==> src/rtl/cache_pkg.sv <==
// Shared sizing, FSM state type and address-field helpers for the direct-mapped data cache.
package cache_pkg;
  localparam int NUM_BLOCKS  = 8;
  localparam int BLOCK_BYTES = 4;
  localparam int ADDR_W      = 8;
  localparam int DATA_W      = 8;
  localparam int IDX_W       = $clog2(NUM_BLOCKS);
  localparam int OFF_W       = $clog2(BLOCK_BYTES);
  localparam int TAG_W       = ADDR_W - IDX_W - OFF_W;
  localparam int LINE_W      = DATA_W * BLOCK_BYTES;
  localparam int MADDR_W     = TAG_W + IDX_W;

  typedef enum logic [1:0] {
    IDLE   = 2'd0,
    WBACK  = 2'd1,
    MEM_RD = 2'd2,
    UPDATE = 2'd3
  } state_t;

  function automatic logic [TAG_W-1:0] addr_tag(input logic [ADDR_W-1:0] a);
    return a[ADDR_W-1 -: TAG_W];
  endfunction

  function automatic logic [IDX_W-1:0] addr_idx(input logic [ADDR_W-1:0] a);
    return a[OFF_W +: IDX_W];
  endfunction

  function automatic logic [OFF_W-1:0] addr_off(input logic [ADDR_W-1:0] a);
    return a[OFF_W-1:0];
  endfunction
endpackage

==> src/rtl/cache_store.sv <==
// Line, tag, valid and dirty arrays: one synchronous write port (refill or byte store),
// one combinational read port at the requested index.
module cache_store
  import cache_pkg::*;
(
  input  logic              i_clk,
  input  logic              i_reset,
  input  logic [IDX_W-1:0]  i_idx,
  input  logic [OFF_W-1:0]  i_off,
  input  logic              i_fill_en,
  input  logic [TAG_W-1:0]  i_fill_tag,
  input  logic [LINE_W-1:0] i_fill_data,
  input  logic              i_byte_en,
  input  logic [DATA_W-1:0] i_byte_data,
  output logic [LINE_W-1:0] o_line,
  output logic [TAG_W-1:0]  o_tag,
  output logic              o_valid,
  output logic              o_dirty
);
  logic [LINE_W-1:0]     r_line [NUM_BLOCKS];
  logic [TAG_W-1:0]      r_tag  [NUM_BLOCKS];
  logic [NUM_BLOCKS-1:0] r_valid;
  logic [NUM_BLOCKS-1:0] r_dirty;

  // Lines are cleared too so READDATA reads 0 out of reset.
  always_ff @(posedge i_clk) begin
    if (i_reset) begin
      r_valid <= '0;
      r_dirty <= '0;
      for (int i = 0; i < NUM_BLOCKS; i++) begin
        r_line[i] <= '0;
        r_tag[i]  <= '0;
      end
    end else if (i_fill_en) begin
      r_line[i_idx]  <= i_fill_data;
      r_tag[i_idx]   <= i_fill_tag;
      r_valid[i_idx] <= 1'b1;
      r_dirty[i_idx] <= 1'b0;
    end else if (i_byte_en) begin
      r_line[i_idx][{i_off, 3'b000} +: DATA_W] <= i_byte_data;
      r_dirty[i_idx] <= 1'b1;
    end
  end

  assign o_line  = r_line[i_idx];
  assign o_tag   = r_tag[i_idx];
  assign o_valid = r_valid[i_idx];
  assign o_dirty = r_dirty[i_idx];
endmodule

==> src/rtl/data_cache_ctrl.sv <==
// Direct-mapped write-back/write-allocate data cache controller: hit logic plus the
// refill/write-back FSM in front of a block-wide, multi-cycle data memory.
//
//  state  | meaning
//  IDLE   | serve hits; on a miss pick WBACK (dirty victim) or MEM_RD
//  WBACK  | victim line written to memory until MEM_BUSYWAIT drops
//  MEM_RD | requested block read from memory until MEM_BUSYWAIT drops
//  UPDATE | refill written into the line, then back to IDLE to hit
module data_cache_ctrl
  import cache_pkg::*;
(
  input  logic               i_clk,
  input  logic               i_reset,
  input  logic               i_read,
  input  logic               i_write,
  input  logic [ADDR_W-1:0]  i_address,
  input  logic [DATA_W-1:0]  i_writedata,
  output logic [DATA_W-1:0]  o_readdata,
  output logic               o_busywait,
  output logic               o_mem_read,
  output logic               o_mem_write,
  output logic [MADDR_W-1:0] o_mem_address,
  output logic [LINE_W-1:0]  o_mem_writedata,
  input  logic [LINE_W-1:0]  i_mem_readdata,
  input  logic               i_mem_busywait
);
  state_t             r_state;
  logic               r_mem_read;
  logic               r_mem_write;
  logic [MADDR_W-1:0] r_mem_address;
  logic [LINE_W-1:0]  r_mem_writedata;

  logic [TAG_W-1:0]   w_tag;
  logic [IDX_W-1:0]   w_idx;
  logic [OFF_W-1:0]   w_off;
  logic [LINE_W-1:0]  w_line;
  logic [TAG_W-1:0]   w_line_tag;
  logic               w_valid;
  logic               w_dirty;
  logic               w_wr;
  logic               w_req;
  logic               w_hit;
  logic               w_miss;
  logic               w_byte_en;
  logic               w_fill_en;

  assign w_tag = addr_tag(i_address);
  assign w_idx = addr_idx(i_address);
  assign w_off = addr_off(i_address);

  // READ and WRITE together is treated as a READ.
  assign w_wr      = i_write & ~i_read;
  assign w_req     = i_read | w_wr;
  assign w_hit     = w_valid & (w_line_tag == w_tag);
  assign w_miss    = w_req & ~w_hit;
  assign w_byte_en = (r_state == IDLE) & w_wr & w_hit;
  assign w_fill_en = (r_state == UPDATE);

  cache_store u_store (
    .i_clk       (i_clk),
    .i_reset     (i_reset),
    .i_idx       (w_idx),
    .i_off       (w_off),
    .i_fill_en   (w_fill_en),
    .i_fill_tag  (w_tag),
    .i_fill_data (i_mem_readdata),
    .i_byte_en   (w_byte_en),
    .i_byte_data (i_writedata),
    .o_line      (w_line),
    .o_tag       (w_line_tag),
    .o_valid     (w_valid),
    .o_dirty     (w_dirty)
  );

  always_ff @(posedge i_clk) begin
    if (i_reset) begin
      r_state         <= IDLE;
      r_mem_read      <= 1'b0;
      r_mem_write     <= 1'b0;
      r_mem_address   <= '0;
      r_mem_writedata <= '0;
    end else begin
      case (r_state)
        IDLE: begin
          if (w_miss) begin
            if (w_dirty) begin
              r_state         <= WBACK;
              r_mem_write     <= 1'b1;
              r_mem_address   <= {w_line_tag, w_idx};
              r_mem_writedata <= w_line;
            end else begin
              r_state       <= MEM_RD;
              r_mem_read    <= 1'b1;
              r_mem_address <= {w_tag, w_idx};
            end
          end
        end
        WBACK: begin
          if (!i_mem_busywait) begin
            r_state         <= MEM_RD;
            r_mem_write     <= 1'b0;
            r_mem_writedata <= '0;
            r_mem_read      <= 1'b1;
            r_mem_address   <= {w_tag, w_idx};
          end
        end
        MEM_RD: begin
          if (!i_mem_busywait) begin
            r_state       <= UPDATE;
            r_mem_read    <= 1'b0;
            r_mem_address <= '0;
          end
        end
        UPDATE:  r_state <= IDLE;
        default: r_state <= IDLE;
      endcase
    end
  end

  assign o_readdata      = w_line[{w_off, 3'b000} +: DATA_W];
  assign o_busywait      = (r_state != IDLE) | w_miss;
  assign o_mem_read      = r_mem_read;
  assign o_mem_write     = r_mem_write;
  assign o_mem_address   = r_mem_address;
  assign o_mem_writedata = r_mem_writedata;
endmodule

==> config.mk <==
export PLATFORM = sky130hd
export DESIGN_NAME = data_cache_ctrl
export DESIGN_NICKNAME = d
export VERILOG_FILES = /design/src/rtl/cache_pkg.sv /design/src/rtl/cache_store.sv /design/src/rtl/data_cache_ctrl.sv
export SDC_FILE = /design/constraint.sdc
export NUM_CORES = 1
export LEC_CHECK = 0
export CORE_MARGIN = 2
export CORE_UTILIZATION = 35
export CTS_BUF_LIST = sky130_fd_sc_hd__clkbuf_16
export DETAILED_ROUTE_END_ITERATION = 12
export PLACE_DENSITY = 0.57
export SYNTH_ARGS = -nofsm -noshare
export SYNTH_HDL_FRONTEND = slang
export SYNTH_SLANG_ARGS = --single-unit
==> constraint.sdc <==
create_clock -name i_clk -period 3.25 [get_ports i_clk]
set_input_delay 0.325 -clock i_clk [delete_from_list [all_inputs] [get_ports i_clk]]
set_output_delay 0.325 -clock i_clk [all_outputs]
set_load 0.05 [all_outputs]
==> results.yml, run 1 <==
pwr:
  total_power_mw: 10.9
  powerDensity_nw_per_um2: 588
  p_int_mw: 7.80
  pwr-share-comb: 0.184
  vdd_ir_drop_max_uv: 301
  p_leak_nw: 6.61
  seq_power_share: 0.461
  power_switching_mw: 3.09
  swShare: 0.283
  clkPwrFrac: 0.355
worst_hold_path:
  min_from: "i_address[3]"
  hold_class: "in -> reg"
  holdPathEnd: "o_mem_address[1]$_SDFFE_PP0P_"
  whs_path_depth: 3
sta:
  worstMarginPinSlew_ns: 1.11
  rsz0062_at_grt: "false"
  post-route-min-period_ns: 3.23
  hold_slack_ns: 0.148
  drv_slew: 0
  max_slew_margin: 0.255
  tns_ns: 0
  setup_violations: 0
  fin_skew_ns: 0.0160
  fmax_ghz: 0.309
  final_hold_viol_count: 0
  setup_ws_ns: 0.0185
  finalCritPeriodShare: 0.994
floorplan:
  fp-row-count: 75
  dieWidth_um: 209
  num_io_pins: 102
  die_area_um2: 43800
  die_h_um: 209
  core_area_um2: 41800
  start_util: 0.353
logic_synthesis:
  yosysWarnings: 0
  yosysUniqueCellTypes: 45
  synth_ff_type: "edfxtp_1"
  post-synth-top-area-fraction: 0.570
  synthCells: 1218
  ys_seq_elements: 338
  yosys-top-cells-count: "nor2_1 (334), edfxtp_1 (280), clkbuf_1 (69)"
  yosysTopAreaCell: "edfxtp_1"
  postSynthAreaPerCell_um2: 12.1
  synth_edf_count: 280
  synthMostInstantiatedCell: "nor2_1"
  synth_nets: 1279
  synthArstFlopShare: 0
  synthTopCellsByArea: "edfxtp_1 (57%), nor2_1 (8.5%), dfxtp_1 (7.9%)"
  synth_area_um2: 14700
  synth_seq_area_share: 0.649
grt:
  grt_max_degree: 35
  grt_pass1_vias: 11100
  grt-busiest-layer: "met2"
  gr-total-overflow: 0
  grt_use_total: 0.232
  use_met2: 0.364
  met1_usage: 0.313
  antenna_found_initial: 1
  grt_pass1_wl_mm: 74.1
  grtUsageMet3: 0.0483
routing:
  vias_per_cell: 5.82
  drtAntennaViolNets: 0
  wire_per_inst_um: 26.1
  drt_first_pass_iters: 5
  wirelength_mm: 51.9
  drt_iter0_drc: 1724
  drc: 0
  vias: 11600
setup_path:
  crit_path_max_fanout: 34
  reg2reg_slack_ns: 0.29
  timing.rr.end: "u_store.r_line[3][3]$_SDFFCE_PN0P_"
  crit_type: "in -> out"
  cp-start-kind: "primary input"
  critical_path_arrival_ns: 2.91
  cp-end-kind: "output port"
  reg2reg_depth: 9
  required_ns: 2.92
  reg2reg_from: "u_store.r_tag[5][0]$_SDFFCE_PN0P_"
clock_tree:
  cts_tree: "yes"
  clockBufferDepth: 3
  h-tree-depth: 2
  cts_sinks: 338
  cts_resized: 0
  post_cts_buffers: 0
  root_buffer: "clkbuf_16"
  clkTransAtPathRegs_ns: 0.06
  holdBufCountCts: 0
  clk_latency_ns: 0.54
  numCtsBuffers: 36
layout:
  layout-drive-gt1-share: 0.192
  diodes: 0
  fin_cells: 1988
  areaGrowthSynthToFinish_pct: 25.6
  design_area_um2: 18500
  layout.nets: 1484
  utilization: 0.443
run:
  cap_violations: 0
placed_design:
  portBuffers: 101
  place_ws_ns: -0.0154
  postPlaceCellArea_um2: 17400
  place_inst: 1924
  dp_hpwl_mm: 36.9
  gp_congestion: 0.934
run_status:
  status: "completed"
[metal layers]
| layer | share of wire | wire (um) |
|---|---|---|
| met4 | 0.045 | 2310 |
| met2 | 0.45 | 23500 |
| met1 | 0.39 | 20400 |
| met3 | 0.11 | 5660 |
| met5 | 0 | 0 |
[cell families after synthesis]
family | after synthesis | share of synthesized area
AOI/OAI and AO/OA | 278 | 0.137
muxes | 75 | 0.0666
adders and majority gates | 8 | 0.00679
and+or+nand+nor | 410 | 0.112
buffers and inverters | 109 | 0.0290
DFF | 338 | 0.649
[worst max-delay path: stages]
cell,delay [ns]
buf_2,0.18
buf_12,0.26
clkinv_1,0.30
nor2_1,0.16
buf_4,0.22
a221oi_1,0.10
o21ai_0,0.66
buf_4,0.25
mux4_2,0.26
buf_12,0.14
[how the worst max path moves through the flow]
stage	from	endpoint	slack, ns	cells past startpoint
3_5_place_dp	i_address[2]	u_store.r_line[1][3]$_SDFFCE_PN0P_	-0.02	10
5_1_grt	i_address[3]	o_readdata[3]	0.03	10
3_3_place_gp	i_address[2]	u_store.r_line[3][3]$_SDFFCE_PN0P_	0.06	10
2_1_floorplan	i_address[2]	u_store.r_line[6][10]$_SDFFCE_PN0P_	-0.04	9
4_1_cts	i_address[2]	o_readdata[3]	0.16	9
6_report	i_address[3]	o_readdata[3]	0.02	10
[sequential cells by signal, summed over array words and instances, names as in the netlist, named ones only]
signal / cells
o_mem_write: 1
u_store.r_tag: 24
r_state: 2
o_mem_address: 6
o_mem_writedata: 32
u_store.r_line: 256
u_store.r_valid: 8
o_mem_read: 1
[area by class of cell]
class	instances	area, um^2
multi-input cells	771	4770
flip-flops and latches	338	9570
clock buffers	37	926
repair buffers	256	2340
clock inverters	27	165
fillers	3818	23200
inverters	20	75.1
well taps	539	674
[placed cells by master (no fill, tap or decap), types with 3 or more instances in the layout]
cell,synthesis,final
nor2_1,334,334
edfxtp_1,280,280
buf_4,0,149
clkdlybuf4s50_1,0,89
dfxtp_1,58,58
a21oi_1,40,40
a221oi_1,40,40
a22o_1,38,38
o21ai_0,41,37
clkbuf_16,0,37
mux2_2,35,35
nand2_1,33,33
a22oi_1,32,32
a32oi_1,32,32
mux2i_1,25,25
inv_1,16,24
o21ai_1,16,20
buf_12,0,16
mux4_2,15,15
o22ai_1,12,11
nand3_1,9,9
and2_1,9,9
nand2b_1,8,8
ha_1,8,8
clkinv_2,0,8
clkinv_1,2,6
a222oi_1,5,5
a221o_1,5,5
o221ai_1,5,5
o21a_1,4,4
nor3_1,4,4
nor2b_1,4,3
[power by group through the flow]
stage          clock (mW)  combinational (mW)  sequential [mW]
2_1_floorplan           0               0.845             5.34
3_3_place_gp            0                1.97             5.10
3_5_place_dp            0                1.98             5.11
4_1_cts              3.89                1.98             5.02
5_1_grt              4.07                2.09             5.04
6_report             3.86                2.00             5.02
Note: power is estimated with default switching activity, not from simulation.
==> run 2, diff against run 1 <==
CORE_UTILIZATION = 53   (was 35)
PLACE_DENSITY = 0.79   (was 0.57)
==> results.yml, run 2 (same netlist as run 1, synthesis figures left out) <==
setup_path:
  cp_top_family: "buffers and inverters"
  required_ns: 2.92
  critical_path_arrival_ns: 2.84
  path_buf_inv: 6
  crit_slowest_cell: "mux4_2"
  cp-start-kind: "primary input"
  cp_common_cell: "buf_4"
  cp-end-kind: "output port"
  crit_path_max_fanout: 17
  path_cells: "clkbuf_4, buf_6, clkinv_1, buf_4, buf_4, nor2_1, a22o_1, a221oi_1, o21ai_0, mux4_2, buf_12"
  crit_type: "in -> out"
  cp_slowest_stage_delay_ns: 0.57
layout:
  utilization: 0.670
  final_common_cell: "nor2_1"
  largest_reg_flops: 256
  fillers: 1925
  layout.nets: 1493
  areaGrowthSynthToFinish_pct: 25.1
  layout-drive-gt1-share: 0.200
  top_register: "u_store.r_line"
  final_cell_mix: "nor2_1 (334), edfxtp_1 (280), buf_4 (160)"
  diodes: 0
  fin_cells: 1834
routing:
  drc: 0
  vias_per_cell: 6.56
  wirelength_mm: 49.0
  drtAntennaViolNets: 0
  wire_per_inst_um: 26.7
  drt_iter0_drc: 1786
  vias: 12000
  drt_first_pass_iters: 8
floorplan:
  num_io_pins: 102
  start_util: 0.535
  fp-row-count: 61
  core_area_um2: 27600
  dieWidth_um: 171
  die_area_um2: 29200
  die_h_um: 171
grt:
  grt_max_degree: 34
  grt_pass1_vias: 11600
  grt_pass1_wl_mm: 70.8
  antenna_found_initial: 0
  gr-total-overflow: 0
  grt_use_total: 0.336
sta:
  finalCritPeriodShare: 0.973
  drv_slew: 0
  max_slew_margin: 0.220
  rsz0062_at_grt: "false"
  tns_ns: 0
  final_hold_viol_count: 0
  setup_violations: 0
  worstMarginPinSlew_ns: 1.16
  setup_ws_ns: 0.0875
  post-route-min-period_ns: 3.16
  fin_skew_ns: 0.0223
  hold_slack_ns: 0.157
  fmax_ghz: 0.316
placed_design:
  dp_hpwl_mm: 33.9
  portBuffers: 101
  place_ws_ns: 0.0183
  place_inst: 1773
  gp_congestion: 0.963
clock_tree:
  root_buffer: "clkbuf_16"
  clockBufferDepth: 3
  cts_sinks: 338
  cts_tree: "yes"
  clk_latency_ns: 0.53
  numCtsBuffers: 35
  h-tree-depth: 2
  holdBufCountCts: 0
  clkTransAtPathRegs_ns: 0.06
pwr:
  vdd_ir_drop_max_uv: 301
  p_leak_nw: 6.67
  powerDensity_nw_per_um2: 602
worst_hold_path:
  hold_class: "in -> reg"
run:
  cap_violations: 0
run_status:
  status: "completed"
==> run 2: cell types whose count changed in the layout (fill, tap and decap cells not counted), moves of 3 or more <==
cell / before / now
buf_12: 16 / 12
a221oi_1: 40 / 37
buf_4: 149 / 160
bufinv_16: 1 / 5
inv_1: 24 / 21
a221oi_2: 0 / 3
==> run 2: power by group <==
group          internal [mW]  switching (mW)  total (mW)
Combinational          0.728            1.27        2.00
Sequential              4.92           0.106        5.03
Clock                   2.45            1.63        4.08
Total                   8.10            3.00        11.1
==> run 2: area by class of cell <==
type	instances	area (um^2)	area share
multi-input combinational	771	4790	0.260
clock buffer	37	926	0.0502
clock inverter	24	240	0.0130
tap	378	473	0.0256
timing repair buffer	266	2370	0.129
inverter	20	75.1	0.00407
sequential	338	9570	0.519
==> run 2: final timing paths <==
path | endpoint | cells past startpoint | start | slack [ns]
worst min register to register | o_mem_writedata[2]$_SDFFE_PP0P_ | 1 | o_mem_writedata[2]$_SDFFE_PP0P_ | 0.47
worst min-delay path | o_mem_address[1]$_SDFFE_PP0P_ | 3 | i_address[3] | 0.16
worst max register to register | u_store.r_line[0][17]$_SDFFCE_PN0P_ | 9 | u_store.r_tag[3][1]$_SDFFCE_PN0P_ | 0.27
worst max-delay path | o_readdata[7] | 11 | i_address[2] | 0.09
==> run 2: through the flow <==
| stage | total power, mW | area [um^2] |
|---|---|---|
| 3_5_place_dp | 7.05 | 17200 |
| 2_1_floorplan | 6.19 | 14700 |
| 5_1_grt | 11.4 | 18400 |
| 6_report | 11.1 | 18400 |
| 4_1_cts | 11.0 | 18400 |
| 3_3_place_gp | 7.00 | 17200 |
==> run 2: worst register-to-register path, cell delays in order (launching register included) <==
cell and delay [ns]:
edfxtp_1 0.39, mux2i_1 0.19, o22ai_1 0.16, or3_1 0.34, a22o_1 0.28, nor4_4 0.32
buf_12 0.23, nand2_1 0.24, o21ai_1 0.31, buf_4 0.22
==> run 2: layer usage <==
| layer | GRT usage | vias to the layer above | part of all wire |
|---|---|---|---|
| li1 | - | 4982 | - |
| met1 | 0.417 | 5744 | 0.34 |
| met2 | 0.538 | 1081 | 0.46 |
| met3 | 0.0863 | 230 | 0.14 |
| met4 | 0.193 | 0 | 0.063 |
| met5 | 0 | - | 0 |
==> run 2: what timing repair did <==
| item | in CTS | in global routing |
|---|---|---|
| resized for setup | 1 | 7 |
| setup endpoints to repair | 1 | 6 |
| buffers inserted | 0 | 0 |
| gates cloned | 0 | 0 |
==> run 3, diff against run 2 <==
CORE_UTILIZATION = 54   (was 53)
PLACE_DENSITY = 0.8   (was 0.79)
SYNTH_HIERARCHICAL = 1   (was unset)
==> results.yml, run 3 <==
run_status:
  status: "completed"
logic_synthesis:
  synth_edf_count: 280
  synth_nets: 1207
  synthCells: 1144
  synth_ff_type: "edfxtp_1"
  synth_seq_area_share: 0.618
  postSynthAreaPerCell_um2: 13.5
  ys_seq_elements: 338
  synthTopCellsByArea: "edfxtp_1 (54%), mux4_2 (12%), dfxtp_1 (7.5%)"
  post-synth-top-area-fraction: 0.543
  synthMostInstantiatedCell: "nor2_1"
  yosysUniqueCellTypes: 40
  synthArstFlopShare: 0
  yosys-top-cells-count: "nor2_1 (304), edfxtp_1 (280), mux4_2 (80)"
  yosysWarnings: 6
  yosysTopAreaCell: "edfxtp_1"
  synth_area_um2: 15500
sta:
  finalCritPeriodShare: 0.959
  fin_skew_ns: 0.00740
  rsz0062_at_grt: "true"
  hold_slack_ns: 0.173
  drv_slew: 0
  max_slew_margin: 0.188
  fmax_ghz: 0.321
  post-route-min-period_ns: 3.12
  worstMarginPinSlew_ns: 1.21
  final_hold_viol_count: 0
  setup_ws_ns: 0.135
  setup_violations: 0
floorplan:
  num_io_pins: 102
  core_area_um2: 28000
  start_util: 0.553
  die_h_um: 173
  dieWidth_um: 173
  die_area_um2: 30000
  fp-row-count: 61
placed_design:
  portBuffers: 101
  place_ws_ns: -0.246
  gp_congestion: 0.831
  dp_hpwl_mm: 27.0
setup_path:
  path_cells: "mux4_2, mux2_2, xor2_1, nor4_4, and3b_2, nor4bb_4, buf_6, a32oi_2, nor2_1"
  crit_slowest_cell: "mux4_2"
  cp-start-kind: "flip-flop"
  cp-end-kind: "flip-flop"
  reg2reg_slack_ns: 0.13
  crit_type: "reg -> reg"
  reg2reg_from: "u_store/r_tag[7][2]$_SDFFCE_PN0P_"
  path_buf_inv: 1
  cp_slowest_stage_delay_ns: 0.48
  timing.rr.end: "u_store/r_line[1][17]$_SDFFCE_PN0P_"
  cp_top_family: "simple AND/OR/NAND/NOR gates"
  reg2reg_depth: 9
  required_ns: 3.59
  critical_path_arrival_ns: 3.46
  crit_path_max_fanout: 8
grt:
  grt_pass1_vias: 10600
  antenna_found_initial: 0
  gr-total-overflow: 0
  grt_pass1_wl_mm: 62.6
  grt_max_degree: 75
  grt_use_total: 0.276
worst_hold_path:
  hold_class: "in -> reg"
  holdPathEnd: "u_store/r_valid[2]$_SDFFE_PP0P_"
  min_from: "i_reset"
  whs_path_depth: 2
routing:
  drtAntennaViolNets: 0
  wire_per_inst_um: 24.3
  vias: 10400
  drc: 0
  wirelength_mm: 41.1
  drt_first_pass_iters: 5
  vias_per_cell: 6.14
  drt_iter0_drc: 1341
layout:
  fillers: 1889
  layout.nets: 1349
  final_cell_mix: "nor2_1 (301), edfxtp_1 (280), clkdlybuf4s50_1 (88)"
  top_register: "u_store/r_line"
  layout-drive-gt1-share: 0.237
  final_common_cell: "nor2_1"
  areaGrowthSynthToFinish_pct: 21.0
  diodes: 0
  largest_reg_flops: 256
clock_tree:
  root_buffer: "clkbuf_16"
  numCtsBuffers: 36
  h-tree-depth: 2
  clockBufferDepth: 3
  clk_latency_ns: 0.51
  cts_tree: "yes"
  holdBufCountCts: 0
  clkTransAtPathRegs_ns: 0.06
  cts_sinks: 338
pwr:
  p_leak_nw: 6.57
  powerDensity_nw_per_um2: 546
  vdd_ir_drop_max_uv: 322
run:
  cap_violations: 0
run 3: cell types whose count changed after synthesis, sizes merged, moves of 16 or more:
cell    change
a22oi      -32
a21o       +20
a22o       -38
o21bai     +20
nand2b     +35
nor2       -30
a221oi     -40
o21ai      -51
mux4       +65
mux2i      +17
a21oi      -16
run 3: kinds of logic after synthesis:
family                     Yosys count  synth area share
AOI/OAI and AO/OA                  108            0.0516
xor gates and xnor gates             3           0.00170
adders and majority gates           10           0.00808
buffers and inverters               98            0.0271
DFF                                338             0.618
muxes                              161             0.172
and+or+nand+nor                    426             0.121
run 3: power breakdown:
part	leakage (nW)	switching [mW]	internal (mW)	total [mW]
Combinational	2.64	0.861	0.556	1.42
Clock	0.568	1.61	2.29	3.90
Sequential	3.36	0.0670	4.85	4.92
Total	6.57	2.53	7.70	10.2
run 3: worst max-delay path by stage:
| stage | end | depth (start not counted) | from |
|---|---|---|---|
| floorplan | u_store/r_line[2][24]$_SDFFCE_PN0P_ | 11 | i_address[2] |
| detailed placement | u_store/r_line[1][17]$_SDFFCE_PN0P_ | 12 | i_address[2] |
| CTS | u_store/r_line[1][17]$_SDFFCE_PN0P_ | 9 | u_store/r_tag[7][2]$_SDFFCE_PN0P_ |
| global route | u_store/r_line[2][18]$_SDFFCE_PN0P_ | 9 | u_store/r_tag[7][2]$_SDFFCE_PN0P_ |
| global placement | u_store/r_line[0][18]$_SDFFCE_PN0P_ | 12 | i_address[2] |
| finish | u_store/r_line[1][17]$_SDFFCE_PN0P_ | 9 | u_store/r_tag[7][2]$_SDFFCE_PN0P_ |
run 3: layout make-up:
type,instances,area [um^2],area share
clock buffers,37,926,0.0494
clock inverters,25,194,0.0104
inverters,6,22.5,0.00120
multi-input cells,708,5640,0.301
flip-flops and latches,338,9570,0.511
well taps,378,473,0.0252
repair buffers,196,1910,0.102
run 3: layer usage:
metal	track usage	up-vias	part of all wire
li1	-	4503	-
met1	0.379	5135	0.38
met2	0.431	647	0.47
met3	0.0735	79	0.12
met4	0.0911	0	0.028
met5	0	-	0
run 3: metrics by stage:
| stage | instances | power [mW] | area, um^2 | utilization | setup TNS (ns) |
|---|---|---|---|---|---|
| 6_report | 1688 | 10.2 | 18700 | 0.669 | 0 |
| 5_1_grt | 1688 | 10.6 | 18700 | 0.669 | 0 |
| 4_1_cts | 1688 | 10.3 | 18600 | 0.665 | 0 |
| 3_5_place_dp | 1626 | 6.40 | 17500 | 0.625 | -10.48 |
| 3_3_place_gp | 1626 | 6.36 | 17500 | 0.625 | -4.07 |
| 2_1_floorplan | 1144 | 5.87 | 15600 | - | -0.631 |
run 3: worst reg2reg max path, cell delays in order, from the launching register on:
cell and delay [ns]:
edfxtp_1 0.38, mux4_2 0.48, mux2_2 0.30, xor2_1 0.17, nor4_4 0.23, and3b_2 0.30, nor4bb_4 0.37, buf_6 0.21
a32oi_2 0.24, nor2_1 0.25
run 3: repair_timing:
action	in CTS	in global routing
buffers inserted	0	0
gates resized for setup	1	15
pin swaps	0	1
endpoints found under the setup margin	4	100
